**src/rtl/spi_pkg.sv**
```systemverilog
// Shared constants and types for the SPI frame buffer and its input synchronisers.
// The synchroniser depth is fixed here so every SPI pin sees the same latency.
package spi_pkg;

    localparam int SPI_SYNC_STAGES = 2;

    typedef struct packed {
        logic rise;
        logic fall;
    } spi_edge_t;

endpackage

```
**src/rtl/spi_input_sync.sv**
```systemverilog
// Two-flop synchroniser plus a registered edge detector for one asynchronous SPI pin.
// Level is valid SPI_SYNC_STAGES cycles after the pin changes; the edge pulse follows one cycle later.
module spi_input_sync
    import spi_pkg::*;
#(
    parameter logic RST_VAL = 1'b0
) (
    input  logic      i_clk,
    input  logic      i_reset,
    input  logic      i_async,
    output logic      o_level,
    output spi_edge_t o_edge
);

    logic [SPI_SYNC_STAGES-1:0] r_chain;
    logic                       r_prev;
    spi_edge_t                  r_edge;

    always_ff @(posedge i_clk) begin
        if (i_reset) begin
            r_chain <= {SPI_SYNC_STAGES{RST_VAL}};
            r_prev  <= RST_VAL;
            r_edge  <= '0;
        end else begin
            r_chain     <= {r_chain[SPI_SYNC_STAGES-2:0], i_async};
            r_prev      <= r_chain[SPI_SYNC_STAGES-1];
            r_edge.rise <= r_chain[SPI_SYNC_STAGES-1] & ~r_prev;
            r_edge.fall <= ~r_chain[SPI_SYNC_STAGES-1] & r_prev;
        end
    end

    assign o_level = r_chain[SPI_SYNC_STAGES-1];
    assign o_edge  = r_edge;

endmodule

```
**src/rtl/spi_frame_buffer.sv**
```systemverilog
// SPI peripheral frame buffer: assembles MSB-first words into a DEPTH-entry buffer and shifts tx words out.
// Stored words appear three sys_clk edges after the final sclk high is first sampled; there is no backpressure.
module spi_frame_buffer
    import spi_pkg::*;
#(
    parameter  int WORD_W = 8,
    parameter  int DEPTH  = 4,
    localparam int CNT_W  = $clog2(DEPTH + 1)
) (
    input  logic                    sys_clk,
    input  logic                    reset,
    input  logic                    spi_sclk,
    input  logic                    spi_cs_n,
    input  logic                    spi_pico,
    output logic                    spi_poci,
    output logic [DEPTH*WORD_W-1:0] rx_data,
    output logic [CNT_W-1:0]        rx_count,
    output logic                    word_valid,
    output logic                    frame_active,
    output logic                    frame_done,
    output logic                    frame_error,
    output logic [CNT_W-1:0]        tx_index,
    input  logic [WORD_W-1:0]       tx_word
);

    localparam int                BIT_W    = $clog2(WORD_W);
    localparam logic [BIT_W-1:0]  BIT_LAST = BIT_W'(WORD_W - 1);
    localparam logic [CNT_W-1:0]  DEPTH_C  = CNT_W'(DEPTH);

    spi_edge_t   w_sclk_edge;
    spi_edge_t   w_cs_edge;
    spi_edge_t   w_pico_edge_unused;
    logic        w_sclk_lvl_unused;
    logic        w_cs_lvl_unused;
    logic        w_pico;
    logic [WORD_W-1:0] w_rx_next;

    logic [WORD_W-1:0] r_rx_mem [DEPTH];
    logic [WORD_W-2:0] r_rx_shift;
    logic [WORD_W-1:0] r_tx_shift;
    logic [BIT_W-1:0]  r_bit_cnt;
    logic [CNT_W-1:0]  r_rx_count;
    logic [CNT_W-1:0]  r_tx_index;
    logic              r_shift_pending;
    logic              r_frame_active;
    logic              r_frame_done;
    logic              r_frame_error;
    logic              r_word_valid;

    // cs_n resets low so a frame already running at reset release is never picked up mid-way.
    spi_input_sync #(.RST_VAL(1'b0)) u_sync_sclk (
        .i_clk   (sys_clk),
        .i_reset (reset),
        .i_async (spi_sclk),
        .o_level (w_sclk_lvl_unused),
        .o_edge  (w_sclk_edge)
    );

    spi_input_sync #(.RST_VAL(1'b0)) u_sync_cs (
        .i_clk   (sys_clk),
        .i_reset (reset),
        .i_async (spi_cs_n),
        .o_level (w_cs_lvl_unused),
        .o_edge  (w_cs_edge)
    );

    spi_input_sync #(.RST_VAL(1'b0)) u_sync_pico (
        .i_clk   (sys_clk),
        .i_reset (reset),
        .i_async (spi_pico),
        .o_level (w_pico),
        .o_edge  (w_pico_edge_unused)
    );

    assign w_rx_next = {r_rx_shift, w_pico};

    always_ff @(posedge sys_clk) begin
        r_word_valid <= 1'b0;
        r_frame_done <= 1'b0;
        if (reset) begin
            for (int i = 0; i < DEPTH; i++) r_rx_mem[i] <= '0;
            r_rx_shift      <= '0;
            r_tx_shift      <= '0;
            r_bit_cnt       <= '0;
            r_rx_count      <= '0;
            r_tx_index      <= '0;
            r_shift_pending <= 1'b0;
            r_frame_active  <= 1'b0;
            r_frame_error   <= 1'b0;
        end else if (w_cs_edge.fall) begin
            r_frame_active  <= 1'b1;
            r_rx_count      <= '0;
            r_frame_error   <= 1'b0;
            r_bit_cnt       <= '0;
            r_rx_shift      <= '0;
            r_shift_pending <= 1'b0;
            r_tx_shift      <= tx_word;
            r_tx_index      <= CNT_W'(1);
        end else if (w_cs_edge.rise && r_frame_active) begin
            r_frame_active  <= 1'b0;
            r_frame_done    <= 1'b1;
            r_bit_cnt       <= '0;
            r_shift_pending <= 1'b0;
            // Rewind so the caller presents word 0 before the next frame starts.
            r_tx_index      <= '0;
            if (r_bit_cnt != '0) r_frame_error <= 1'b1;
        end else if (r_frame_active && w_sclk_edge.rise) begin
            r_rx_shift      <= w_rx_next[WORD_W-2:0];
            r_shift_pending <= 1'b1;
            if (r_bit_cnt == BIT_LAST) begin
                r_bit_cnt <= '0;
                if (r_rx_count == DEPTH_C) begin
                    r_frame_error <= 1'b1;
                end else begin
                    for (int i = 0; i < DEPTH; i++)
                        if (r_rx_count == CNT_W'(i)) r_rx_mem[i] <= w_rx_next;
                    r_rx_count   <= r_rx_count + CNT_W'(1);
                    r_word_valid <= 1'b1;
                end
            end else begin
                r_bit_cnt <= r_bit_cnt + BIT_W'(1);
            end
        end else if (r_frame_active && w_sclk_edge.fall && r_shift_pending) begin
            r_shift_pending <= 1'b0;
            if (r_bit_cnt == '0) begin
                r_tx_shift <= tx_word;
                if (r_tx_index != DEPTH_C) r_tx_index <= r_tx_index + CNT_W'(1);
            end else begin
                r_tx_shift <= {r_tx_shift[WORD_W-2:0], 1'b0};
            end
        end
    end

    for (genvar g = 0; g < DEPTH; g++) begin : g_rx_out
        assign rx_data[g*WORD_W +: WORD_W] = r_rx_mem[g];
    end

    assign spi_poci     = r_frame_active & r_tx_shift[WORD_W-1];
    assign rx_count     = r_rx_count;
    assign word_valid   = r_word_valid;
    assign frame_active = r_frame_active;
    assign frame_done   = r_frame_done;
    assign frame_error  = r_frame_error;
    assign tx_index     = r_tx_index;

endmodule

```
**config.mk**
```make
export PLATFORM = sky130hd
export DESIGN_NAME = spi_frame_buffer
export DESIGN_NICKNAME = d
export VERILOG_FILES = /design/src/rtl/spi_pkg.sv /design/src/rtl/spi_input_sync.sv /design/src/rtl/spi_frame_buffer.sv
export SDC_FILE = /design/constraint.sdc
export NUM_CORES = 1
export LEC_CHECK = 0
export ABC_CLOCK_PERIOD_IN_PS = 3590
export BUFFER_PORTS_ARGS = -buffer_cell sky130_fd_sc_hd__buf_2
export CAP_MARGIN = 0
export CORE_AREA = 2 2 70 99
export CTS_CLUSTER_SIZE = 8
export DETAILED_ROUTE_END_ITERATION = 8
export DIE_AREA = 0 0 72 101
export PLACE_DENSITY = 0.71
export SLEW_MARGIN = 20
export SYNTH_ARGS = -nofsm -noshare
export SYNTH_HDL_FRONTEND = slang
export SYNTH_SLANG_ARGS = --single-unit
```
**constraint.sdc**
```tcl
create_clock -name sys_clk -period 3.59 [get_ports sys_clk]
set_clock_uncertainty 0.1 [all_clocks]
set_input_delay 0.5385 -clock sys_clk [delete_from_list [all_inputs] [get_ports sys_clk]]
set_output_delay 0.5385 -clock sys_clk [all_outputs]
set_load 0.02 [all_outputs]
```
Word-level counts from Yosys, hierarchy flattened

Memory sizes are Yosys's and may differ from the RTL's.
Index checks and enable logic that the tools add are counted.

Bits of input ports: 13
Bits in registers: 41
Memories: 1
Memory bits (writable): 32
Output and inout bits: 43

Memory list:

| name     | words | bits a word | rd ports | clocked after memory_dff | wr ports | RTL line               | RTL |
|---|---|---|---|---|---|---|---|
| r_rx_mem | 4     | 8           | 4        | 0                        | 4        | spi_frame_buffer.sv:38 | `logic [WORD_W-1:0] r_rx_mem [DEPTH];` |

Reduce and logical (&&, ||, !) cells: 25
Multiplexer cells: 61
Eq/ne operators: 10
Bitwise logic cells: 17
Add/subtract/negate cells: 3

Operators by type and width:

| cell                                                                     | count |
|---|---|
| 8-bit 2-to-1 mux                                                         | 9 |
| 1-bit 2-to-1 mux                                                         | 51 |
| 4-bit AND reduction                                                      | 4 |
| 2-bit nonzero test                                                       | 6 |
| 3-bit nonzero test                                                       | 4 |
| 3-bit by 1-bit adder with 3-bit output (second input constant)           | 3 |
| 1-bit inverter                                                           | 8 |
| 3-bit by 2-bit equality test with 1-bit output (second input constant)   | 2 |
| 3-bit equality test (second input constant)                              | 2 |
| 3-bit zero test                                                          | 2 |
| 2-bit by 1-bit inequality test with 1-bit output (second input constant) | 3 |
| 1-bit bitwise AND                                                        | 5 |
| 5-bit OR reduction                                                       | 1 |
| 1-bit logical AND                                                        | 4 |
| 1-bit bitwise OR                                                         | 4 |
| 3-bit by 1-bit equality test with 1-bit output (second input constant)   | 1 |
| 3-bit 2-to-1 mux                                                         | 1 |
| 3-bit by 2-bit inequality test with 1-bit output (second input constant) | 1 |
| 3-bit inequality test (second input constant)                            | 1 |
| 3-bit AND reduction                                                      | 1 |
| 3-bit OR reduction                                                       | 1 |
| 2-bit AND reduction                                                      | 1 |
| 2-bit OR reduction                                                       | 1 |

Longest topological paths before layout

Gate-level depths: netlist (run 1).

Depth in word-level cells: 10
Mapped depth: 6
Gate-level depth less buffers: 5

Cells and area by module

From an unflattened synthesis (run 1), not the netlist that was laid out.

Cells, all modules: 275
Area, all modules: 3100.5 um2

Modules (own cells, without submodules):

| module           | sequential area each (um2) | cells an instance | area an instance (um2) | times used |
|---|---|---|---|---|
| spi_frame_buffer | 1541.5                     | 245               | 2698.8                 | 1 |
| spi_input_sync   | 100.1                      | 10                | 133.9                  | 3 |

Least setup slack after synthesis (run 1)

Ideal clock, no wire load.

Path kind: flip-flop to flip-flop
From: register r_bit_cnt[0]
To: memory r_rx_mem[0][0] (enable)
Library setup time: 0.326 ns
Path slack: 1.806 ns
Cell stages (with the launch flop): 6
Arrival time: 1.358 ns
Period minus slack after synthesis: 1.784 ns
Required time: 3.164 ns
Cell sequence: dfxtp_1 -> ha_1 -> ha_1 -> nand4b_4 -> nor2_1 -> a21o_1

RTL lines:

| element                | RTL line                | RTL |
|---|---|---|
| from (decl)            | spi_frame_buffer.sv:41  | `logic [BIT_W-1:0] r_bit_cnt;` |
| from (signal assigned) | spi_frame_buffer.sv:121 | `r_bit_cnt <= r_bit_cnt + BIT_W'(1);` |
| to (decl)              | spi_frame_buffer.sv:38  |  |

==> results.sh, run 1 <==
export IMPL_status="finished, final reports clean"
export IMPL_dr_pass1_iters=4
export IMPL_ys_ff_latch=73
export IMPL_io_buffers=55
export IMPL_ant_nets=0
export IMPL_grt_first_pass_wirelength_um=9690
export IMPL_area_growth_pct=15.2
export IMPL_cp_start_kind="register"
export IMPL_core_area_um2=6440
export IMPL_synth_xor_area_share_pct=0
export IMPL_worst_path_max_fanout=8
export IMPL_ys_flop_type="dfxtp_1"
export IMPL_antennaDiodeCount=0
export IMPL_reg2reg_slack_ns=1.58
export IMPL_maxCapViolCount=0
export IMPL_fillCellCount=558
export IMPL_synth_compound_area_share_pct=9.94
export IMPL_synth_commonest_cells="dfxtp_1, edfxtp_1, and2_1, inv_1"
export IMPL_hold_class="in2reg"
export IMPL_num_rows=35
export IMPL_netlist_top_cells_area="edfxtp_1, dfxtp_1, and2_1, ha_1, nor2b_1"
export IMPL_num_vias=2158
export IMPL_crit_arrival_ns=1.92
export IMPL_min_period_ns=2.01
export IMPL_synth_edff_count=32
export IMPL_synth_most_common_cell="dfxtp_1"
export IMPL_yosys_area_top_type_share_pct=30.7
export IMPL_fmax_mhz=498
export IMPL_async_flop_share_pct=0
export IMPL_synth_area_um2=3130
export IMPL_postCtsSetupBuffers=0
export IMPL_h_tree_depth=3
export IMPL_hpwl_um=4210
export IMPL_synth_simple_area_share_pct=22.2
export IMPL_min_period_over_period_pct=55.9
export IMPL_worstPathRequired_ns=3.51
export IMPL_end_kind="register"
export IMPL_fin_ws_ns=1.58
export IMPL_drt_iter0_markers=150
export IMPL_max_slew_worst_pin_slew_ns=0.681
export IMPL_ios=56
export IMPL_start_util_pct=48.7
export IMPL_syn_inst=275
export IMPL_final_cells=408
export IMPL_finish_utilization_pct=56.1
export IMPL_leakagePower_uw=0.00148
export IMPL_nNetsFinal=352
export IMPL_ir_drop_mv=0.212
export IMPL_cellPowerDensity_nw_per_um2=425
export IMPL_rsz0062_at_grt="false"
export IMPL_setup_viol=0
export IMPL_grt_max_degree=33
export IMPL_route_detailed_drc=0
export IMPL_grt_ovfl_total=0
export IMPL_die_y_um=101
export IMPL_ctsHoldBuffers=0
export IMPL_wl_um=5820
export IMPL_viasPerCell=5.29
export IMPL_drive_gt1_share_pct=25.1
export IMPL_relSlewSlack_pct=54.5
export IMPL_finalHoldViolCount=0
export IMPL_setup_tns_ns=0
export IMPL_die_area_um2=7270
export IMPL_synthAdderAreaFrac_pct=3.99
export IMPL_clock_sinks=73
export IMPL_synth_distinct_cells=47
export IMPL_path_clk_slew_ns=0.07
export IMPL_clk_path_buf_depth=2
export IMPL_synth_top_family_by_area="simple AND/OR/NAND/NOR gates"
export IMPL_stdcell_area_um2=3610
export IMPL_ctsResizeCount=0
export IMPL_dp_cells=392
export IMPL_avgSynthCellArea_um2=11.4
export IMPL_yosys_area_top_type="edfxtp_1"
export IMPL_antenna_found_initial=0
export IMPL_critPathKind="reg2reg"
export IMPL_ys_warn_count=0
export IMPL_clk_latency_ns=0.35
export IMPL_cts_root_buf="clkbuf_8"
export IMPL_final_max_slew_viol_count=0
export IMPL_ys_seq_area_share_pct=56.9
export IMPL_routedWlPerCell_um=14.3
export IMPL_place_area_um2=3440
export IMPL_syn_nets=298
export IMPL_gr_usage_all_layers_pct=17.6
export IMPL_cts_tree="done"
export IMPL_pre_cts_ws_ns=1.58
export IMPL_cts_buffers=9
export IMPL_die_x_um=72
export IMPL_first_global_vias=2039
export IMPL_globalplace_congestion=0.806
export IMPL_muxShareOfSynthArea_pct=2.56
worst paths after layout:
path                      start                      to  cells after the start
max reg2reg        r_bit_cnt[0]          r_rx_mem[0][7]                      5
min reg2reg  u_sync_sclk.r_prev   u_sync_sclk.o_edge[1]                      1
min                    spi_pico  u_sync_pico.r_chain[0]                      2
max                r_bit_cnt[0]          r_rx_mem[0][7]                      5
metal layers:
metal / vias up / track usage, % / wire [um]
met5: - / 0 / 0
met4: 0 / 9.87 / 116
met3: 11 / 3.50 / 294
met2: 71 / 31.0 / 3010
met1: 996 / 19.5 / 2400
li1: 1080 / - / -
cells in the final DEF, fill, tap and decap left out, types with 3 or more instances in the layout:
cell type	count
nand2b_1	3
mux2i_1	8
nor4b_4	3
clkinv_2	3
ha_1	10
clkbuf_8	9
a21oi_1	9
edfxtp_1	32
nand2_1	12
nor2b_1	14
nor3_1	9
dfxtp_1	41
a21o_1	3
o21ai_0	7
nor2_1	14
nand3_1	8
a211oi_1	8
a311oi_1	7
buf_2	55
and2_1	27
inv_1	17
through the flow:
step,hold slack (ns),power (uW)
final,0.299,1530
after global routing,0.301,1600
after floorplan,0.283,972
after global placement,0.292,1000
after detailed placement,0.295,1000
after CTS,0.284,1550
power breakdown:
group          internal, uW  switching [uW]
Clock                   248             304
Sequential              889            10.0
Combinational          27.3            56.1
Total                  1170             370
registers in the layout, summed over array words and instances, names as in the netlist, 3 cells and up:
register	flops
r_rx_mem	32
r_rx_shift	7
r_tx_shift	8
r_bit_cnt	3
rx_count	3
tx_index	3
kinds of logic (layout without fill, tap and decap cells):
group                    Yosys count  in the layout
flip-flops                        73             73
multiplexers                       8              8
buffers and inverters             32             91
AO/OA/AOI/OAI                     45             45
adder cells (fa/ha/maj)           10             10
AND/OR/NAND/NOR                  107            107
worst max-delay path, cell delays in order (launching register included):
cell      delay [ns]
dfxtp_1         0.37
ha_1            0.16
ha_1            0.26
nand4b_4        0.20
nor2_1          0.23
a21o_1          0.35
area by class of cell:
| class | instances | area (um^2) | share of cell area, % |
|---|---|---|---|
| clock buffers | 9 | 124 | 3.43 |
| well taps | 74 | 92.6 | 2.56 |
| flip-flops and latches | 73 | 1780 | 49.4 |
| inverters | 20 | 76.3 | 2.11 |
| clock inverters | 7 | 47.5 | 1.32 |
| multi-input cells | 170 | 1210 | 33.6 |
| repair buffers | 55 | 275 | 7.63 |
No activity file was read; power rests on OpenSTA's default activity.
==> inputs of run 2 (changes only) <==
--- a/config.mk
+++ b/config.mk
@@ -5,14 +5,15 @@
 export SDC_FILE = /design/constraint.sdc
 export NUM_CORES = 1
 export LEC_CHECK = 0
-export ABC_CLOCK_PERIOD_IN_PS = 3590
+export ABC_AREA = 1
+export ABC_CLOCK_PERIOD_IN_PS = 1700
 export BUFFER_PORTS_ARGS = -buffer_cell sky130_fd_sc_hd__buf_2
 export CAP_MARGIN = 0
-export CORE_AREA = 2 2 70 99
+export CORE_AREA = 2 2 68 96
 export CTS_CLUSTER_SIZE = 8
 export DETAILED_ROUTE_END_ITERATION = 8
-export DIE_AREA = 0 0 72 101
-export PLACE_DENSITY = 0.71
+export DIE_AREA = 0 0 70 98
+export PLACE_DENSITY = 0.74
 export SLEW_MARGIN = 20
 export SYNTH_ARGS = -nofsm -noshare
 export SYNTH_HDL_FRONTEND = slang
==> constraint.sdc (replaced) <==
create_clock -name sys_clk -period 1.7 [get_ports sys_clk]
set_clock_uncertainty 0.1 [all_clocks]
set_input_delay 0.255 -clock sys_clk [delete_from_list [all_inputs] [get_ports sys_clk]]
set_output_delay 0.255 -clock sys_clk [all_outputs]
set_load 0.02 [all_outputs]
==> run 2 against run 1 <==
Area after synthesis down 8.0%. Die area down 5.7%. Cell area down 1.1%. Non-clock buffer count up 14. Critical endpoint is now r_rx_mem[3][2].
==> results.sh, run 2 <==
export IMPL_worst_path_max_fanout=8
export IMPL_ys_ff_latch=73
export IMPL_fmax_mhz=616
export IMPL_avgSynthCellArea_um2=9.70
export IMPL_antennaDiodeCount=0
export IMPL_crit_arrival_ns=1.74
export IMPL_largest_reg_flops=32
export IMPL_first_global_vias=1991
export IMPL_synth_area_um2=2880
export IMPL_cp_slowest_cell="dfxtp_2"
export IMPL_synth_distinct_cells=25
export IMPL_globalplace_congestion=0.778
export IMPL_netlist_top_cells_area="edfxtp_1, dfxtp_1, nor2_1, nand2_1, inv_1"
export IMPL_yosys_area_top_type="edfxtp_1"
export IMPL_cellPowerDensity_nw_per_um2=928
export IMPL_critPathKind="reg2reg"
export IMPL_path_clk_slew_ns=0.07
export IMPL_relSlewSlack_pct=78.2
export IMPL_wl_um=5870
export IMPL_cp_start_kind="register"
export IMPL_num_rows=34
export IMPL_max_slew_worst_pin_slew_ns=0.325
export IMPL_end_kind="register"
export IMPL_fillCellCount=530
export IMPL_fin_ws_ns=0.0761
export IMPL_hold_class="in2reg"
export IMPL_setup_viol=0
export IMPL_finalHoldViolCount=0
export IMPL_grt_ovfl_total=0
export IMPL_synth_commonest_cells="nor2_1, dfxtp_1, nand2_1, inv_1, edfxtp_1"
export IMPL_final_cell_mix="nor2_1, buf_2, dfxtp_1"
export IMPL_min_period_ns=1.62
export IMPL_ant_nets=0
export IMPL_clock_sinks=73
export IMPL_layout_cells_most_common="nor2_1"
export IMPL_final_max_slew_viol_count=0
export IMPL_drt_iter0_markers=243
export IMPL_grt_first_pass_wirelength_um=9240
export IMPL_yosys_area_top_type_share_pct=33.3
export IMPL_ys_seq_area_share_pct=61.8
export IMPL_start_util_pct=47.7
export IMPL_antenna_found_initial=0
export IMPL_hpwl_um=4330
export IMPL_ios=56
export IMPL_ff_latch_area_um2=1790
export IMPL_syn_nets=320
export IMPL_synth_most_common_cell="nor2_1"
export IMPL_route_detailed_drc=0
export IMPL_syn_inst=297
export IMPL_gr_usage_all_layers_pct=17.4
export IMPL_pre_cts_ws_ns=-0.00993
export IMPL_multi_input_area_um2=972
export IMPL_io_buffers=55
export IMPL_cpPeakStageDelay_ns=0.35
export IMPL_die_x_um=70
export IMPL_async_flop_share_pct=0
export IMPL_routedWlPerCell_um=13.1
export IMPL_ctsHoldBuffers=0
export IMPL_core_area_um2=6040
export IMPL_cts_root_buf="clkbuf_8"
export IMPL_ir_drop_mv=0.630
export IMPL_min_period_over_period_pct=95.5
export IMPL_top_register="r_rx_mem"
export IMPL_whs_ns=0.00613
export IMPL_maxCapViolCount=0
export IMPL_leakagePower_uw=0.00160
export IMPL_h_tree_depth=3
export IMPL_drive_gt1_share_pct=28.1
export IMPL_cts_buffers=9
export IMPL_dr_pass1_iters=4
export IMPL_viasPerCell=4.92
export IMPL_synth_edff_count=32
export IMPL_status="finished, final reports clean"
export IMPL_worstPathRequired_ns=1.82
export IMPL_ys_warn_count=0
export IMPL_die_y_um=98
export IMPL_grt_max_degree=13
export IMPL_clk_path_buf_depth=2
export IMPL_die_area_um2=6860
export IMPL_crit_path_frequent_cell="ha_4"
export IMPL_cts_tree="done"
export IMPL_largest_registers="r_rx_mem x32, r_tx_shift x8, r_rx_shift x7"
export IMPL_area_growth_pct=23.8
export IMPL_clk_latency_ns=0.35
export IMPL_ys_flop_type="dfxtp_1"
export IMPL_nNetsFinal=395
export IMPL_num_vias=2208
export IMPL_crit_chain="ha_4 > ha_4 > inv_4 > nor2_8 > buf_6 > nand3_4 > nor2_4 > nand2_4 > nor2_2"
-- run 2: cell count changes after synthesis, sizes merged, moves of 8 or more --
| cell | change |
|---|---|
| o21ai | +9 |
| inv | +18 |
| a21oi | +11 |
| nor2b | -14 |
| mux2i | -8 |
| nand2 | +30 |
| nor2 | +53 |
| and2 | -28 |
-- run 2: worst paths after layout --
path / start / to / slack, ns / depth (start not counted)
worst max-delay path: r_bit_cnt[0] / r_rx_mem[3][2] / 0.08 / 9
worst min-delay path: spi_pico / u_sync_pico.r_chain[0] / 0.006 / 3
worst max register to register: r_bit_cnt[0] / r_rx_mem[3][2] / 0.08 / 9
worst min register to register: u_sync_sclk.r_chain[0] / u_sync_sclk.r_chain[1] / 0.31 / 2
-- run 2: final cells by class --
cell class              instances  share of cell area [%]
repair buffers                 69                    11.1
flip-flops and latches         73                    50.1
clock buffers                  12                    3.79
inverters                      37                    3.96
clock inverters                 4                    1.30
multi-input cells             182                    27.2
well taps                      72                    2.52
-- run 2: kinds of logic after synthesis --
family                   share of synthesized area (%)
XOR/XNOR                                         0.304
flip-flops                                        61.8
buffers and inverters                             5.82
AO/OA/AOI/OAI                                     7.21
AND/OR/NAND/NOR                                   20.5
adder cells (fa/ha/maj)                           4.34
-- run 2: per-stage QoR --
| step | area [um^2] | utilization [%] | power, uW | TNS, ns | cells |
|---|---|---|---|---|---|
| floorplan | 2880 | - | 2010 | 0 | 297 |
| global placement | 3310 | 54.8 | 2070 | 0 | 431 |
| detailed placement | 3310 | 54.8 | 2080 | -0.0790 | 431 |
| CTS | 3490 | 57.9 | 3330 | 0 | 447 |
| global route | 3570 | 59.1 | 3440 | -0.0369 | 449 |
| finish | 3570 | 59.1 | 3310 | 0 | 449 |
-- run 2: metal layers --
metal | part of all wire [%] | wire (um) | vias up | track usage [%]
li1 | - | - | 1116 | -
met1 | 39 | 2290 | 995 | 19.7
met2 | 53 | 3100 | 82 | 30.7
met3 | 5.8 | 341 | 15 | 4.23
met4 | 2.5 | 144 | 0 | 8.28
met5 | 0 | 0 | - | 0
-- run 2: where the power goes --
part | internal, uW | total, uW | switching (uW)
registers | 1870 | 1880 | 13.7
logic | 49.6 | 156 | 106
clock network | 675 | 1280 | 602
total | 2590 | 3310 | 722
-- run 2: worst max-delay path, delay by kind of cell, from the launching register on --
kind	cells	cell delay, ns
AND/OR/NAND/NOR	5	0.60
flip-flops	1	0.35
adder cells (fa/ha/maj)	2	0.27
buffers and inverters	2	0.17
-- run 2: repair_timing --
action                                  CTS  global route
endpoints found under the setup margin   14            52
buffers inserted                          0             2
gates resized for setup                   2            15
pin swaps                                 1             4
==> inputs of run 3 (changes only) <==
--- a/config.mk
+++ b/config.mk
@@ -9,11 +9,13 @@
 export ABC_CLOCK_PERIOD_IN_PS = 1700
 export BUFFER_PORTS_ARGS = -buffer_cell sky130_fd_sc_hd__buf_2
 export CAP_MARGIN = 0
-export CORE_AREA = 2 2 68 96
+export CELL_PAD_IN_SITES_DETAIL_PLACEMENT = 1
+export CELL_PAD_IN_SITES_GLOBAL_PLACEMENT = 2
+export CORE_AREA = 2 2 86 121
 export CTS_CLUSTER_SIZE = 8
 export DETAILED_ROUTE_END_ITERATION = 8
-export DIE_AREA = 0 0 70 98
-export PLACE_DENSITY = 0.74
+export DIE_AREA = 0 0 88 123
+export PLACE_DENSITY_LB_ADDON = 0.1
 export SLEW_MARGIN = 20
 export SYNTH_ARGS = -nofsm -noshare
 export SYNTH_HDL_FRONTEND = slang
==> run 3 against run 2 <==
Global-route usage is 3.5 points lower. Highest routed layer unchanged. Fmax is 3.0% higher. Critical endpoint is now r_rx_mem[3][1]. Critical path type unchanged. Worst setup slack better by 0.047 ns. Hold slack better by 0.016 ns. First-iteration DRC count is 68% lower. Combinational power is 12% higher. Register-to-register slack better by 0.05 ns.
==> results.sh, run 3 (synthesis gave the netlist of run 2 again) <==
export IMPL_status="finished, final reports clean"
export IMPL_p_total_uw=3780
export IMPL_die_y_um=123
export IMPL_min_period_ns=1.58
export IMPL_antenna_found_initial=0
export IMPL_first_global_vias=2172
export IMPL_num_rows=43
export IMPL_globalplace_congestion=0.675
export IMPL_die_area_um2=10800
export IMPL_clock_sinks=73
export IMPL_clk_path_buf_depth=2
export IMPL_setup_tns_ns=0
export IMPL_routedWlPerCell_um=13.4
export IMPL_cts_tree="done"
export IMPL_largest_registers="r_rx_mem x32, r_tx_shift x8, r_rx_shift x7"
export IMPL_clk_latency_ns=0.34
export IMPL_relSlewSlack_pct=81.1
export IMPL_cp_start_kind="register"
export IMPL_ios=56
export IMPL_cts_root_buf="clkbuf_16"
export IMPL_worstPathRequired_ns=1.65
export IMPL_route_detailed_drc=0
export IMPL_drt_iter0_markers=77
export IMPL_fmax_mhz=634
export IMPL_grt_max_degree=14
export IMPL_end_kind="register"
export IMPL_viasPerCell=4.26
export IMPL_grt_first_pass_wirelength_um=11100
export IMPL_maxCapViolCount=0
export IMPL_antennaDiodeCount=0
export IMPL_layout_cells_most_common="nor2_1"
export IMPL_power_switching_uw=862
export IMPL_ant_nets=0
export IMPL_power_frac_seq_pct=49.7
export IMPL_io_buffers=55
export IMPL_path_clk_slew_ns=0.06
export IMPL_setup_viol=0
export IMPL_worst_path_max_fanout=8
export IMPL_hpwl_um=5250
export IMPL_drive_gt1_share_pct=28.9
export IMPL_nNetsFinal=405
export IMPL_ir_drop_mv=0.531
export IMPL_highest_layer="met4"
export IMPL_dr_wl_met2_um=3750
export IMPL_start_util_pct=29.6
export IMPL_hold_class="in2reg"
export IMPL_dr_wl_met3_um=254
export IMPL_gr_usage_all_layers_pct=14.0
export IMPL_final_max_slew_viol_count=0
export IMPL_critPathKind="reg2reg"
export IMPL_dr_pass1_iters=4
export IMPL_combinationalPowerShare_pct=4.6
export IMPL_crit_arrival_ns=1.53
export IMPL_finalHoldViolCount=0
export IMPL_dp_cells=501
export IMPL_sw_frac_of_total_pct=22.8
export IMPL_cellPowerDensity_nw_per_um2=995
export IMPL_leakagePower_uw=0.00168
export IMPL_core_area_um2=9740
export IMPL_met1Wirelength_um=2820
export IMPL_h_tree_depth=3
export IMPL_cts_buffers=9
export IMPL_p_clk_share_pct=45.6
export IMPL_num_vias=2222
export IMPL_largest_reg_flops=32
export IMPL_rsz0062_at_grt="false"
export IMPL_die_x_um=88
export IMPL_whs_ns=0.0223
export IMPL_final_cells=522
export IMPL_wl_um=7010
export IMPL_p_int_uw=2920
export IMPL_max_slew_worst_pin_slew_ns=0.284
export IMPL_area_growth_pct=32.0
export IMPL_final_cell_mix="nor2_1, buf_2, dfxtp_1"
export IMPL_grt_ovfl_total=0
export IMPL_top_register="r_rx_mem"
export IMPL_min_period_over_period_pct=92.7
-- run 3: area by class of cell --
class / count / area [um^2]
fill: 1124 / 5940
sequential: 73 / 1790
multi-input combinational: 183 / 951
timing repair buffer: 78 / 485
clock buffer: 10 / 229
tap: 135 / 169
inverter: 37 / 139
clock inverter: 6 / 43.8
-- run 3: power groups by stage --
stage	Combinational, uW	Clock, uW	Sequential (uW)
5_1_grt	194	1870	1880
6_report	175	1730	1880
3_3_place_gp	176	0	1920
2_1_floorplan	58.6	0	1960
4_1_cts	179	1790	1880
3_5_place_dp	179	0	1920
-- run 3: timing repair --
action	4_1_cts	5_1_grt
pin swaps	0	4
gates resized for setup	1	6
endpoints found under the setup margin	8	46
hold buffers	0	0
gates cloned	0	1
hold endpoints to repair	0	0
setup buffers	0	4
-- run 3: layer usage --
layer | GRT usage [%] | vias up
li1 | - | 1136
met1 | 15.7 | 1032
met2 | 24.3 | 45
met3 | 2.54 | 9
met5 | 0 | -
met4 | 8.37 | 0
-- run 3: path summary, 6_finish.rpt --
path / start / endpoint / slack (ns) / depth (start not counted)
hold / removal: spi_sclk / u_sync_sclk.r_chain[0] / 0.02 / 3
setup reg to reg: r_bit_cnt[0] / r_rx_mem[3][1] / 0.12 / 7
setup / recovery: r_bit_cnt[0] / r_rx_mem[3][1] / 0.12 / 7
hold reg to reg: u_sync_sclk.r_chain[0] / u_sync_sclk.r_chain[1] / 0.31 / 2
-- run 3: critical path, stage by stage (launching register included) --
cell and delay, ns:
dfxtp_1 0.33, ha_1 0.15, ha_1 0.15, inv_2 0.08
nor2_8 0.13, nand4_1 0.11, nand2_1 0.12, buf_12 0.13
-- run 3: per-stage QoR --
| stage | area, um^2 | setup WS [ns] | utilization (%) |
|---|---|---|---|
| final | 3800 | 0.123 | 39.0 |
| after global routing | 3800 | 0.000697 | 39.0 |
| after CTS | 3750 | 0.0212 | 38.5 |
| after detailed placement | 3480 | -0.0148 | 35.7 |
| after global placement | 3480 | 0.0509 | 35.7 |
| after floorplan | 2880 | 0.00544 | - |
